<file path="src/rtl/rr_arb4.sv">
// rr_arb4: four-channel round-robin arbiter driving a shared 4:1 mux select.
// A grant is held for up to BURST beats, then priority rotates past the
// granted channel. Each grant is followed by one IDLE bubble cycle.
module rr_arb4 #(
  parameter int BURST = 4,
  parameter int CW    = 2
) (
  input  logic       clk,
  input  logic       rst_n,
  input  logic [3:0] req,
  input  logic       out_ready,
  output logic [1:0] select,
  output logic [3:0] gnt,
  output logic       out_valid,
  output logic [3:0] in_ready,
  output logic       busy
);

  typedef enum logic {
    IDLE  = 1'b0,
    GRANT = 1'b1
  } state_t;

  state_t        state, state_n;
  logic [1:0]    sel, sel_n;
  logic [1:0]    ptr, ptr_n;
  logic [CW-1:0] cnt, cnt_n;

  logic          fire;
  logic          last_beat;
  logic [1:0]    pick;
  logic          pick_ok;

  // Output decode; select follows sel in both states.
  always_comb begin
    select    = sel;
    gnt       = '0;
    out_valid = 1'b0;
    busy      = 1'b0;
    if (state == GRANT) begin
      gnt[sel]  = 1'b1;
      out_valid = req[sel];
      busy      = 1'b1;
    end
    in_ready  = gnt & {4{out_ready}};
    fire      = out_valid & out_ready;
    last_beat = (cnt == CW'(BURST - 1));
  end

  // Priority scan starting at ptr, wrapping modulo 4.
  always_comb begin
    pick    = '0;
    pick_ok = 1'b0;
    for (int unsigned i = 0; i < 4; i++) begin
      logic [1:0] idx;
      idx = ptr + 2'(i);
      if (!pick_ok && req[idx]) begin
        pick    = idx;
        pick_ok = 1'b1;
      end
    end
  end

  // Next-state logic: grant from IDLE, burst counting and release in GRANT.
  always_comb begin
    state_n = state;
    sel_n   = sel;
    ptr_n   = ptr;
    cnt_n   = cnt;
    case (state)
      IDLE: begin
        if (pick_ok) begin
          sel_n   = pick;
          cnt_n   = '0;
          state_n = GRANT;
        end
      end
      GRANT: begin
        if (!req[sel] || (fire && last_beat)) begin
          state_n = IDLE;
          ptr_n   = sel + 2'd1;
          cnt_n   = '0;
        end else if (fire) begin
          cnt_n = cnt + CW'(1);
        end
      end
      default: begin
        state_n = IDLE;
        cnt_n   = '0;
      end
    endcase
  end

  // State registers with asynchronous active-low reset.
  always_ff @(posedge clk or negedge rst_n) begin
    if (!rst_n) begin
      state <= IDLE;
      sel   <= '0;
      ptr   <= '0;
      cnt   <= '0;
    end else begin
      state <= state_n;
      sel   <= sel_n;
      ptr   <= ptr_n;
      cnt   <= cnt_n;
    end
  end

endmodule

</file>
<file path="config.mk">
export PLATFORM = sky130hd
export DESIGN_NAME = rr_arb4
export DESIGN_NICKNAME = d
export VERILOG_FILES = /design/src/rtl/rr_arb4.sv
export SDC_FILE = /design/constraint.sdc
export NUM_CORES = 1
export LEC_CHECK = 0
export ABC_AREA = 1
export CAP_MARGIN = 40
export CELL_PAD_IN_SITES_DETAIL_PLACEMENT = 2
export CELL_PAD_IN_SITES_GLOBAL_PLACEMENT = 2
export CORE_ASPECT_RATIO = 0.75
export CORE_MARGIN = 4
export CORE_UTILIZATION = 25
export CTS_BUF_LIST = sky130_fd_sc_hd__clkbuf_4 sky130_fd_sc_hd__clkbuf_8 sky130_fd_sc_hd__clkbuf_16
export CTS_CLUSTER_DIAMETER = 30
export DETAILED_ROUTE_END_ITERATION = 6
export PLACE_DENSITY = 0.82
export SLEW_MARGIN = 15
export SYNTH_ARGS = -nofsm -noshare
export SYNTH_HDL_FRONTEND = slang
export SYNTH_SLANG_ARGS = --single-unit
</file>
<file path="constraint.sdc">
create_clock -name clk -period 1.6 [get_ports clk]
set_input_delay 0.24 -clock clk [delete_from_list [all_inputs] [get_ports clk]]
set_output_delay 0.24 -clock clk [all_outputs]
set_load 0.01 [all_outputs]
</file>
== Word-level counts from Yosys, hierarchy flattened ==
Cells that the tools add are included.

* Output and inout bits: 12
* Register bits after elaboration: 7
* Word-level logic and storage cells: 64
* Input port bits: 7

* Eq/ne operators: 3
* Reduce and logical (&&, ||, !) cells: 13
* Order comparisons: 6
* Add/subtract/negate cells: 5
* Muxes and demuxes: 30
* Bitwise operators: 3

{| class="wikitable"
|+ Operators with widths
! operator !! count
|-
| < comparator 2 x 3 -> 1 bit, second input constant || 5
|-
| 2-to-1 mux 1 bit || 14
|-
| 2-to-1 mux 2 bit || 7
|-
| binary-select mux 1 bit (select 2 bit) || 5
|-
| adder 2 x 1 -> 2 bit, second input constant || 3
|-
| AND reduction 2 bit || 3
|-
| logical AND 1 bit || 5
|-
| adder 2 bit, second input constant || 2
|-
| bitwise AND 4 bit || 1
|-
| logical NOT 1 bit || 4
|-
| 2-to-1 mux 4 bit || 1
|-
| one-hot mux 2 bit (2 select lines) || 1
|-
| inequality test 3 x 1 -> 1 bit, second input constant || 1
|-
| demux 1 bit (select 2 bit) || 1
|-
| == test 2 bit, second input constant || 1
|-
| >= comparator 2 x 1 -> 1 bit, second input constant || 1
|-
| inequality test 2 bit, second input constant || 1
|-
| one-hot mux 1 bit (2 select lines) || 1
|-
| bitwise AND 1 bit || 1
|-
| logical OR 1 bit || 1
|-
| NOT 1 bit || 1
|}

== Logic depth before layout (Yosys ltp) ==
Gate-level depths: netlist of the first run.

* Depth in word-level cells: 14
* Depth in mapped cells: 11
* Depth with buffers taken out: 11

== Worst setup path before layout of the first run ==
OpenSTA, ideal clock, no wires.

* Path type: register to register
* From: register ptr[0]
* To: register sel[0] (netlist: select[0])
* Stages on the path, launching flop included: 12
* Library setup time: 0.116 ns
* Clock period less this slack: 1.319 ns
* Arrival time: 1.202 ns
* Path slack: 0.281 ns
* Buffers on the path: 1
* Data required time: 1.484 ns
* Cells stage by stage: dfrtp_1 -> buf_6 -> nand2_2 -> nand2_1 -> nand2_1 -> nand2_2 -> nor2_8 -> nand3_4 -> nand2_4 -> nor2_1 -> nand2_1 -> nand2_1

* Cells in the longest elaborated chain, start to end: 13
* Elaborated cells on any way between the ends: 26
* Those cells by class: 3 x add/sub; 16 x mux; 7 x reduce/logical

{| class="wikitable"
|+ RTL lines
! element !! RTL line !! RTL
|-
| start: declaration || 26 || <nowiki>logic [1:0] ptr, ptr_n;</nowiki>
|-
| start signal: assignment || 104 || <nowiki>ptr <= ptr_n;</nowiki>
|-
| parallel branches: the longest is 13 deep, another holds adder 2 x 1 -> 2 bit || - ||
|-
| end signal: assignment || 103 || <nowiki>sel <= sel_n;</nowiki>
|-
| end: declaration || 25 || <nowiki>logic [1:0] sel, sel_n;</nowiki>
|}

Parallel ways; which one is timed is not known. The select of a mux whose other input is x is not followed.
A chain may end at the register's enable or synchronous reset.

== Worst setup path after layout of the first run ==
* From: register ptr[0]
* To: register state

* Cells in the longest elaborated chain, start to end: 14
* Elaborated cells on any way between the ends: 23
* Those cells by class: 3 x add/sub; 14 x mux; 6 x reduce/logical

{| class="wikitable"
|+ RTL lines
! element !! RTL line !! RTL
|-
| parallel branches: the longest is 11 deep, another holds adder 2 x 1 -> 2 bit || - ||
|-
| 2-to-1 mux 1 bit * || 57 || <nowiki>if (!pick_ok && req[idx]) begin</nowiki>
|-
| 2-to-1 mux 1 bit * || 72 || <nowiki>if (pick_ok) begin</nowiki>
|-
| one-hot mux 1 bit (2 select lines) * || 70 || <nowiki>case (state)</nowiki>
|-
| via state_n || 24 || <nowiki>state_t state, state_n;</nowiki>
|-
| end signal: assignment || 102 || <nowiki>state <= state_n;</nowiki>
|-
| end: declaration || 24 ||
|}

Mark *: on every way through the listed nets, which the timed path passes. The select of a mux whose other input is x is not followed.

==> out/metrics.yaml, run 1 <==
timing:
  report.final.slew_viol_count: 0
  setup_ws_ns: -0.07040
  rsz0062_at_grt: "yes"
  period_minus_slack_ns: 1.670
  setup_viol_count_final: 4
  slew-limit-headroom_pct: 73.64
  fmax_ghz: 0.5987
  tightest_slew_ns: 0.3927
  setup_tns_ns: -0.1753
  fin_crit_sh_pct: 104.4
  hold_slack_ns: 0.2890
  skew_ns: 0.004488
  hold_violations: 0
floorplan:
  std_cell_rows: 16
  die_area_um2: 3918
  die_h_um: 55.22
  die_w_um: 70.96
  core_um2: 2723
  initial_core_util_pct: 27.30
  ioPinCount: 19
synthesis:
  synth_area_um2: 743.2
  synth_cell_type_count: 19
  ys_warn_count: 0
  synth_fp_nets: 127
  synth_most_common_cell: "nand2_1"
  synth-seq-cells: 7
  async_reset_ff_share_pct: 100.0
  synth_edf_count: 0
  synth_cells: 115
  synth_top_area_share_pct: 23.57
  synth.area.top_cells: "dfrtp_1, nand2_1, ha_1"
  yosys.area.top_type: "dfrtp_1"
  seq_area_frac_synth_pct: 23.57
  synth_ff_type: "dfrtp_1"
  synth.avg_cell_area_um2: 6.463
  synth.top_cells.by_count: "nand2_1, inv_1, nor2_1"
setup_path:
  timing.critical_path.buf_inv: 2
  path_depth: 10
  start_kind: "flip-flop"
  regToRegStartpoint: "ptr[0]"
  max_stage_delay_ns: 0.47
  ff2ff_path_depth: 10
  r2r-end: "state"
  cp_max_fo: 7
  rrSetupSlack_ns: -0.07
  cp_cell_sequence: "buf_12 > nand2_4 > nand2_2 > nand2_2 > nand2_4 > nor2_8 > nand3_4 > buf_4 > nor2_1 > nor2_1"
  cp_slowest_cell: "dfrtp_2"
  arrival_ns: 1.76
  crit_path_start: "ptr[0]"
  cp-endpoint: "state"
  end_kind: "flip-flop"
  crit_type: "flip-flop to flip-flop"
  required_ns: 1.69
  crit_family: "simple AND/OR/NAND/NOR gates"
job:
  max_cap_violations: 0
detailed_routing:
  viasPerCell: 4.920
  routedWlPerCell_um: 20.50
  num_vias: 979
  drc: 0
  dr.pass1.iters: 4
  first_iter_violations: 27
  ant_nets: 0
  routed_wl_mm: 4.080
global_route:
  grt_pass1_vias: 962
  grt_usage_pct: 16.72
  grt_first_pass_wirelength_mm: 5.092
  overflow: 0
  grt_max_degree: 10
  grt_antenna_before_repair: 0
layout:
  fill_cells: 307
  num_antenna_cells: 0
  area_growth_pct: 75.08
  final_util_pct: 47.79
  final_nets: 176
  drive_gt1_share_pct: 51.53
power_and_ir_drop:
  p_per_area_nw_per_um2: 2436
  ir_drop_uv: 885.8
  p_leak_nw: 0.7347
clocking:
  cts_tree: "done"
  path_clk_slew_ns: 0.05
  cts_buffers: 3
  root_buffer: "clkbuf_8"
  clk_path_buf_depth: 2
  clock_latency_ns: 0.24
  cts.sinks: 7
  h-tree-depth: 1
worst_hold_path:
  hp-class: "primary input to async pin"
place:
  numPortBuffers: 18
  gp_congestion: 0.7590
  hpwl_mm: 2.351
run_status:
  violations: "setup timing"
  status: "finished with violations"
-- per-layer routing --
metal,up-vias,routed length (um),track usage (%)
li1,454,-,-
met1,491,1830,21.14
met2,28,2097,29.85
met3,6,110,2.174
met4,0,42,4.021
met5,-,0,0
-- worst reg2reg max path: stages (launching register included) --
cell     delay [ns]
dfrtp_2        0.47
buf_12         0.17
nand2_4        0.06
nand2_2        0.05
nand2_2        0.10
nand2_4        0.09
nor2_8         0.15
nand3_4        0.11
buf_4          0.15
nor2_1         0.09
nor2_1         0.07
-- what timing repair did --
item	in CTS	in global routing
hold buffers	0	0
gates cloned	0	1
buffers inserted	2	11
endpoints found under the setup margin	13	14
resized for setup	33	46
pin swaps	3	22
-- sequential cells by signal, summed over array words and instances (netlist names) --
signal and count:
cnt 2, ptr 2, select 2, state 1
-- worst min path at each step --
stage          cells after the start   endpoint  startpoint  slack (ns)
5_1_grt                            1  select[1]       rst_n        0.31
4_1_cts                            1     cnt[1]       rst_n        0.28
2_1_floorplan                      0     cnt[0]       rst_n       -0.06
3_3_place_gp                       2     cnt[1]      cnt[1]        0.49
3_5_place_dp                       1     ptr[1]       rst_n        0.54
6_report                           1  select[1]       rst_n        0.29
-- layout by cell type (no fill, tap or decap), drive strengths merged --
cell           netlist  final
clkinv               0      2
inv                 18     17
ha                   5      5
a31oi                1      1
a21oi                2      2
nand2               48     48
nand3b               1      1
clkbuf               0      7
buf                  2     33
clkdlybuf4s50        0      5
nor2                11     11
o21ai                9      9
nand4                2      2
nand3                9      9
dlymetal6s2s         0      4
dfrtp                7      7
-- cell families (layout without fill, tap and decap cells) --
group	after synthesis	count (layout)	synth area share [%]
and+or+nand+nor	71	71	47.14
buffers and inverters	20	68	12.12
AOI/OAI and AO/OA	12	12	8.754
DFF	7	7	23.57
adders and majority gates	5	5	8.418
-- where the power goes --
part,switching (mW),leakage (nW),internal (mW),total [mW]
sequential,0.134,0.0831,0.265,0.399
clock,0.0954,0.0262,0.191,0.286
combinational,1.43,0.625,1.05,2.48
-- layout make-up --
cell class	instances	area [um2]	area share, %
clock buffer	4	48.80	3.750
inverter	18	75.07	5.769
multi-input combinational	88	575.6	44.23
sequential	7	180.2	13.85
tap	36	45.04	3.462
timing repair buffer	45	371.6	28.56
timing repair inverter	1	5.005	0.3846
-- metrics by stage --
stage          cell area (um2)  std cells  worst slack [ns]  total power, mW
2_1_floorplan            743.2        115            0.2812            1.399
3_3_place_gp              1064        181           -0.4069            2.038
3_5_place_dp              1064        181           -0.4890            2.157
4_1_cts                   1126        187           -0.1437            2.514
5_1_grt                   1301        199           -0.1365            3.374
6_report                  1301        199          -0.07040            3.169
No activity file was read; power rests on OpenSTA's default activity.
==> run 2: changes to the inputs <==
- ABC_AREA: 1 -> not set
- CTS_CLUSTER_SIZE: not set -> 14
- PLACE_DENSITY: 0.82 -> 0.8
==> run 2 against run 1 <==
Against the previous run: the flow still finishes with violations (setup timing); via count down 33%; worst setup slack lost 0.030 ns; synthesized cell count shrank 47%; routed wire length fell by 36%; combinational power fell by 51%; register-to-register slack is essentially flat; critical path type is now flip-flop to output port; critical endpoint is now out_valid; largest cell class unchanged.
==> out/metrics.yaml, run 2 <==
setup_path:
  crit_type: "flip-flop to output port"
  arrival_ns: 1.46
  start_kind: "flip-flop"
  end_kind: "output port"
  max_stage_delay_ns: 0.54
  cp_cell_sequence: "mux4_2 > and2_4 > buf_6"
  cp_slowest_cell: "mux4_2"
  required_ns: 1.36
  cp_max_fo: 2
synthesis:
  seq_area_frac_synth_pct: 31.25
  async_reset_ff_share_pct: 100.0
  synth.avg_cell_area_um2: 9.189
  synth-seq-cells: 7
  synth_edf_count: 0
  synth.top_cells.by_count: "dfrtp_1, and2_1, and3_1, ha_1"
  synth.area.top_cells: "dfrtp_1, ha_1, and2_1"
  synth_area_um2: 560.5
  synth_cells: 61
  synth_top_area_share_pct: 31.25
  ys_warn_count: 0
  synth_cell_type_count: 27
  synth_most_common_cell: "dfrtp_1"
  synth_fp_nets: 73
  synth_ff_type: "dfrtp_1"
  yosys.area.top_type: "dfrtp_1"
clocking:
  path_clk_slew_ns: 0.06
  clock_latency_ns: 0.25
  cts_hold_buf: 0
  clk_path_buf_depth: 2
  root_buffer: "clkbuf_4"
  cts_tree: "done"
  h-tree-depth: 1
  cts_buffers: 3
  cts.sinks: 7
place:
  placed_area_um2: 869.6
  numPortBuffers: 18
  place_inst: 115
  hpwl_mm: 1.717
  gp_congestion: 0.7777
layout:
  final_util_pct: 46.37
  layout_commonest_cell: "buf_4"
  final_nets: 112
  mostFrequentLayoutCells: "buf_4, clkdlybuf4s50_1, buf_2"
  finalInstanceArea_um2: 958.4
  area_growth_pct: 70.98
  drive_gt1_share_pct: 46.46
  final_cells: 123
  num_antenna_cells: 0
job:
  max_cap_violations: 0
power_and_ir_drop:
  ir_drop_uv: 677.4
  finalPower_mw: 1.770
  p_leak_nw: 0.4712
  p_per_area_nw_per_um2: 1847
global_route:
  overflow: 0
  grt_first_pass_wirelength_mm: 3.567
  grt_max_degree: 15
  grt_antenna_before_repair: 0
  grt_pass1_vias: 698
  grt_usage_pct: 14.84
floorplan:
  ioPinCount: 19
  die_area_um2: 3071
  die_h_um: 49.01
  initial_core_util_pct: 27.12
  die_w_um: 62.68
  std_cell_rows: 14
  core_um2: 2067
timing:
  fmax_ghz: 0.5882
  hold_violations: 0
  period_minus_slack_ns: 1.700
  fin_crit_sh_pct: 106.2
  slew-limit-headroom_pct: 73.50
  tightest_slew_ns: 0.3962
  setup_viol_count_final: 3
  skew_ns: 0.001915
  setup_ws_ns: -0.09999
  report.final.slew_viol_count: 0
  rsz0062_at_grt: "yes"
detailed_routing:
  wl_met1_mm: 1.093
  routed_wl_mm: 2.608
  ant_nets: 0
  wl_met3_um: 110
  top_layer_used: "met4"
  first_iter_violations: 12
  dr.pass1.iters: 4
  drc: 0
  met2_length_mm: 1.359
  routedWlPerCell_um: 21.20
  num_vias: 654
  viasPerCell: 5.317
worst_hold_path:
  hp-class: "primary input to async pin"
run_status:
  violations: "setup timing"
  status: "finished with violations"
## run 2: changes by cell type after synthesis, sizes merged, moves of 4 or more
cell | previous run | this run
inv | 18 | 4
o21ai | 9 | 5
nor2 | 11 | 2
nand2 | 48 | 3
nand3 | 9 | 1
and2 | 0 | 5
and3 | 0 | 5
## run 2: area by class of cell
class / count / area, um2
timing repair buffer: 36 / 292.8
multi-input combinational: 48 / 410.4
clock buffer: 4 / 30.03
inverter: 4 / 17.52
tap: 24 / 30.03
sequential: 7 / 177.7
fill: 228 / 1109
## run 2: final timing paths
path	start	end	slack, ns	cells after the start
min reg2reg	cnt[1]	cnt[1]	0.59	2
min	rst_n	select[1]	0.28	1
min in group clk	cnt[1]	cnt[1]	0.59	2
max reg2reg	select[0]	ptr[0]	-0.08	5
max	select[0]	out_valid	-0.1	3
max in group asynchronous	rst_n	select[0]	1.02	1
## run 2: metal layers
layer	GRT usage (%)	up-vias
li1	-	293
met4	5.861	0
met3	2.995	6
met2	25.84	19
met1	17.92	336
met5	0	-
## run 2: power breakdown
part	switching (mW)	internal (mW)	total, mW
registers	0.0965	0.263	0.360
logic	0.577	0.640	1.22
clock network	0.0799	0.113	0.193
total	0.753	1.02	1.77
## run 2: worst max-delay path: cells and delay by family, from the launching register on
family	cells	cell delay [ns]
flops	1	0.38
simple gates	1	0.17
buf+inv	1	0.11
mux	1	0.54
## run 2: what timing repair did
| item | in CTS | in global routing |
|---|---|---|
| pin swaps | 0 | 1 |
| endpoints found under the setup margin | 14 | 11 |
| setup buffers | 1 | 4 |
| gates resized for setup | 43 | 14 |
## run 2: kinds of logic (layout without fill, tap and decap cells)
| logic type | count (synthesis) | after routing | synth area share (%) |
|---|---|---|---|
| AOI/OAI and AO/OA | 14 | 14 | 18.53 |
| adders and majority gates | 5 | 5 | 11.16 |
| buffers and inverters | 6 | 44 | 4.018 |
| DFF | 7 | 7 | 31.25 |
| muxes | 3 | 3 | 7.812 |
| and+or+nand+nor | 26 | 26 | 27.23 |
## run 2: through the flow
step	setup slack (ns)	hold WS, ns	TNS (ns)
2_1_floorplan	-0.01442	-0.05559	-0.01442
3_3_place_gp	-0.4404	0.5319	-1.877
3_5_place_dp	-0.4749	0.5419	-3.074
4_1_cts	-0.1127	0.2857	-0.2595
5_1_grt	-0.1576	0.3018	-0.4202
6_report	-0.09999	0.2752	-0.2481
==> run 3: changes to the inputs <==
- CORE_UTILIZATION: 25 -> 27
- PLACE_DENSITY: 0.8 -> 0.85
- clock period: 1.6 -> 2.05 ns (I/O delays scaled with it)
==> run 3 against run 2 <==
Against the previous run: the run now ends clean; total power fell by 36%; design area shrank 9.0%; clock power decreased by 23%; clock skew hardly changed; critical endpoint unchanged; combinational power down 45%; worst hold slack better by 0.037 ns; routed wire length decreased by 16%; critical path type is now primary input to output port; sequential cell count stayed put; register-to-register slack gained 0.44 ns; sequential power is 16% lower.
==> out/metrics.yaml, run 3 (synthesized netlist as in run 2, its figures left out) <==
run_status:
  status: "finished, final reports clean"
floorplan:
  std_cell_rows: 13
  die_w_um: 60.61
  ioPinCount: 19
  core_um2: 1854
  die_h_um: 47.46
  die_area_um2: 2877
  initial_core_util_pct: 30.23
timing:
  fmax_ghz: 0.4991
  hold_violations: 0
  hold_slack_ns: 0.3118
  period_minus_slack_ns: 2.004
  tightest_slew_ns: 0.3920
  rsz0062_at_grt: "no"
  slew-limit-headroom_pct: 73.53
  setup_viol_count_final: 0
  skew_ns: 0.001854
  report.final.slew_viol_count: 0
  fin_crit_sh_pct: 97.74
setup_path:
  timing.critical_path.buf_inv: 2
  cp_cell_sequence: "clkdlybuf4s50_1 > mux4_2 > and2_1 > dlygate4sd2_1"
  end_kind: "output port"
  max_stage_delay_ns: 0.49
  cp_max_fo: 2
  start_kind: "primary input"
  cp_slowest_cell: "mux4_2"
  required_ns: 1.74
  crit_family: "buffers and inverters"
  arrival_ns: 1.70
  crit_type: "primary input to output port"
global_route:
  overflow: 0
  grt_usage_pct: 17.83
  grt_max_degree: 14
  grt_antenna_before_repair: 0
  grt_pass1_vias: 670
  grt_first_pass_wirelength_mm: 3.546
clocking:
  cts_tree: "done"
  cts_hold_buf: 0
  path_clk_slew_ns: 0.05
  h-tree-depth: 1
  post-cts-setup-buffers: 0
  clock_latency_ns: 0.27
  cts_buffers: 3
  root_buffer: "clkbuf_4"
  clk_path_buf_depth: 2
  cts-resized-gates: 6
  cts.sinks: 7
detailed_routing:
  num_vias: 600
  drc: 0
  ant_nets: 0
  first_iter_violations: 28
  dr.pass1.iters: 4
  routed_wl_mm: 2.193
  routedWlPerCell_um: 19.41
  viasPerCell: 5.310
layout:
  seq_area_um2: 176.4
  fill_cells: 218
  final_nets: 104
  final_cells: 113
  num_antenna_cells: 0
  area_growth_pct: 55.58
  layout_commonest_cell: "buf_4"
  drive_gt1_share_pct: 19.78
  mostFrequentLayoutCells: "buf_4, clkdlybuf4s50_1, dfrtp_1, dlygate4sd2_1"
  multi_input_area_um2: 362.8
power_and_ir_drop:
  pwr-share-seq_pct: 26.9
  sw_frac_of_total_pct: 42.02
  finalPower_mw: 1.128
  p_leak_nw: 0.4871
  ir_drop_uv: 598.7
  p_per_area_nw_per_um2: 1293
  clkPwrFrac_pct: 13.2
  p_int_uw: 653.7
  p_sw_uw: 473.8
  combinationalPowerShare_pct: 59.9
place:
  hpwl_mm: 1.754
  numPortBuffers: 18
  place_inst: 109
  gp_congestion: 0.7372
job:
  max_cap_violations: 0
worst_hold_path:
  hp-class: "primary input to async pin"
run 3: changes by cell type in the layout (fill, tap and decap cells not counted), sizes merged:
cell,before,now
buf,27,10
dlygate4sd2,0,6
dlymetal6s2s,1,5
clkdlybuf4s50,8,7
run 3: through the flow:
step / area [um2] / setup slack, ns / TNS [ns] / util [%]
detailed placement: 835.8 / -0.1855 / -0.2325 / 45.07
CTS: 858.3 / 0.01034 / 0 / 46.29
floorplan: 560.5 / 0.3688 / 0 / -
global placement: 835.8 / -0.1108 / -0.1108 / 45.07
finish: 872.1 / 0.04623 / 0 / 47.03
global route: 872.1 / 0.001442 / 0 / 47.03
run 3: power groups by stage:
stage | clock network (mW) | registers, mW | logic, mW
detailed placement | 0 | 0.307 | 0.715
finish | 0.149 | 0.304 | 0.675
global route | 0.163 | 0.321 | 0.750
floorplan | 0 | 0.278 | 0.355
CTS | 0.151 | 0.303 | 0.690
global placement | 0 | 0.292 | 0.674
run 3: worst paths after layout:
check | cells after the start | endpoint | slack [ns] | from
setup / recovery | 4 | out_valid | 0.05 | req[1]
hold / removal | 1 | cnt[0] | 0.31 | rst_n
setup reg to reg | 4 | ptr[1] | 0.36 | select[0]
hold reg to reg | 2 | cnt[1] | 0.58 | cnt[1]
max in group asynchronous | 1 | select[1] | 1.46 | rst_n
min in group clk | 4 | select[1] | 0.52 | req[0]
run 3: per-layer routing:
metal / wire (um) / up-vias / part of all wire [%] / track usage [%]
met2: 973 / 17 / 44 / 30.06
li1: - / 279 / - / -
met5: 0 / - / 0 / 0
met4: 98 / 0 / 4.5 / 6.061
met1: 1031 / 295 / 47 / 22.20
met3: 89 / 9 / 4.1 / 5.121
run 3: layout make-up:
class / instances / share of cell area [%]
well taps: 22 / 3.156
repair buffers: 28 / 29.84
multi-input cells: 48 / 41.61
inverters: 4 / 1.722
flip-flops and latches: 7 / 20.23
clock buffers: 4 / 3.443
run 3: worst reg2reg max path, cell delays in order (launching register included):
cell      delay [ns]
dfrtp_1         0.38
mux4_2          0.54
buf_4           0.18
a21boi_4        0.15
mux2_1          0.33
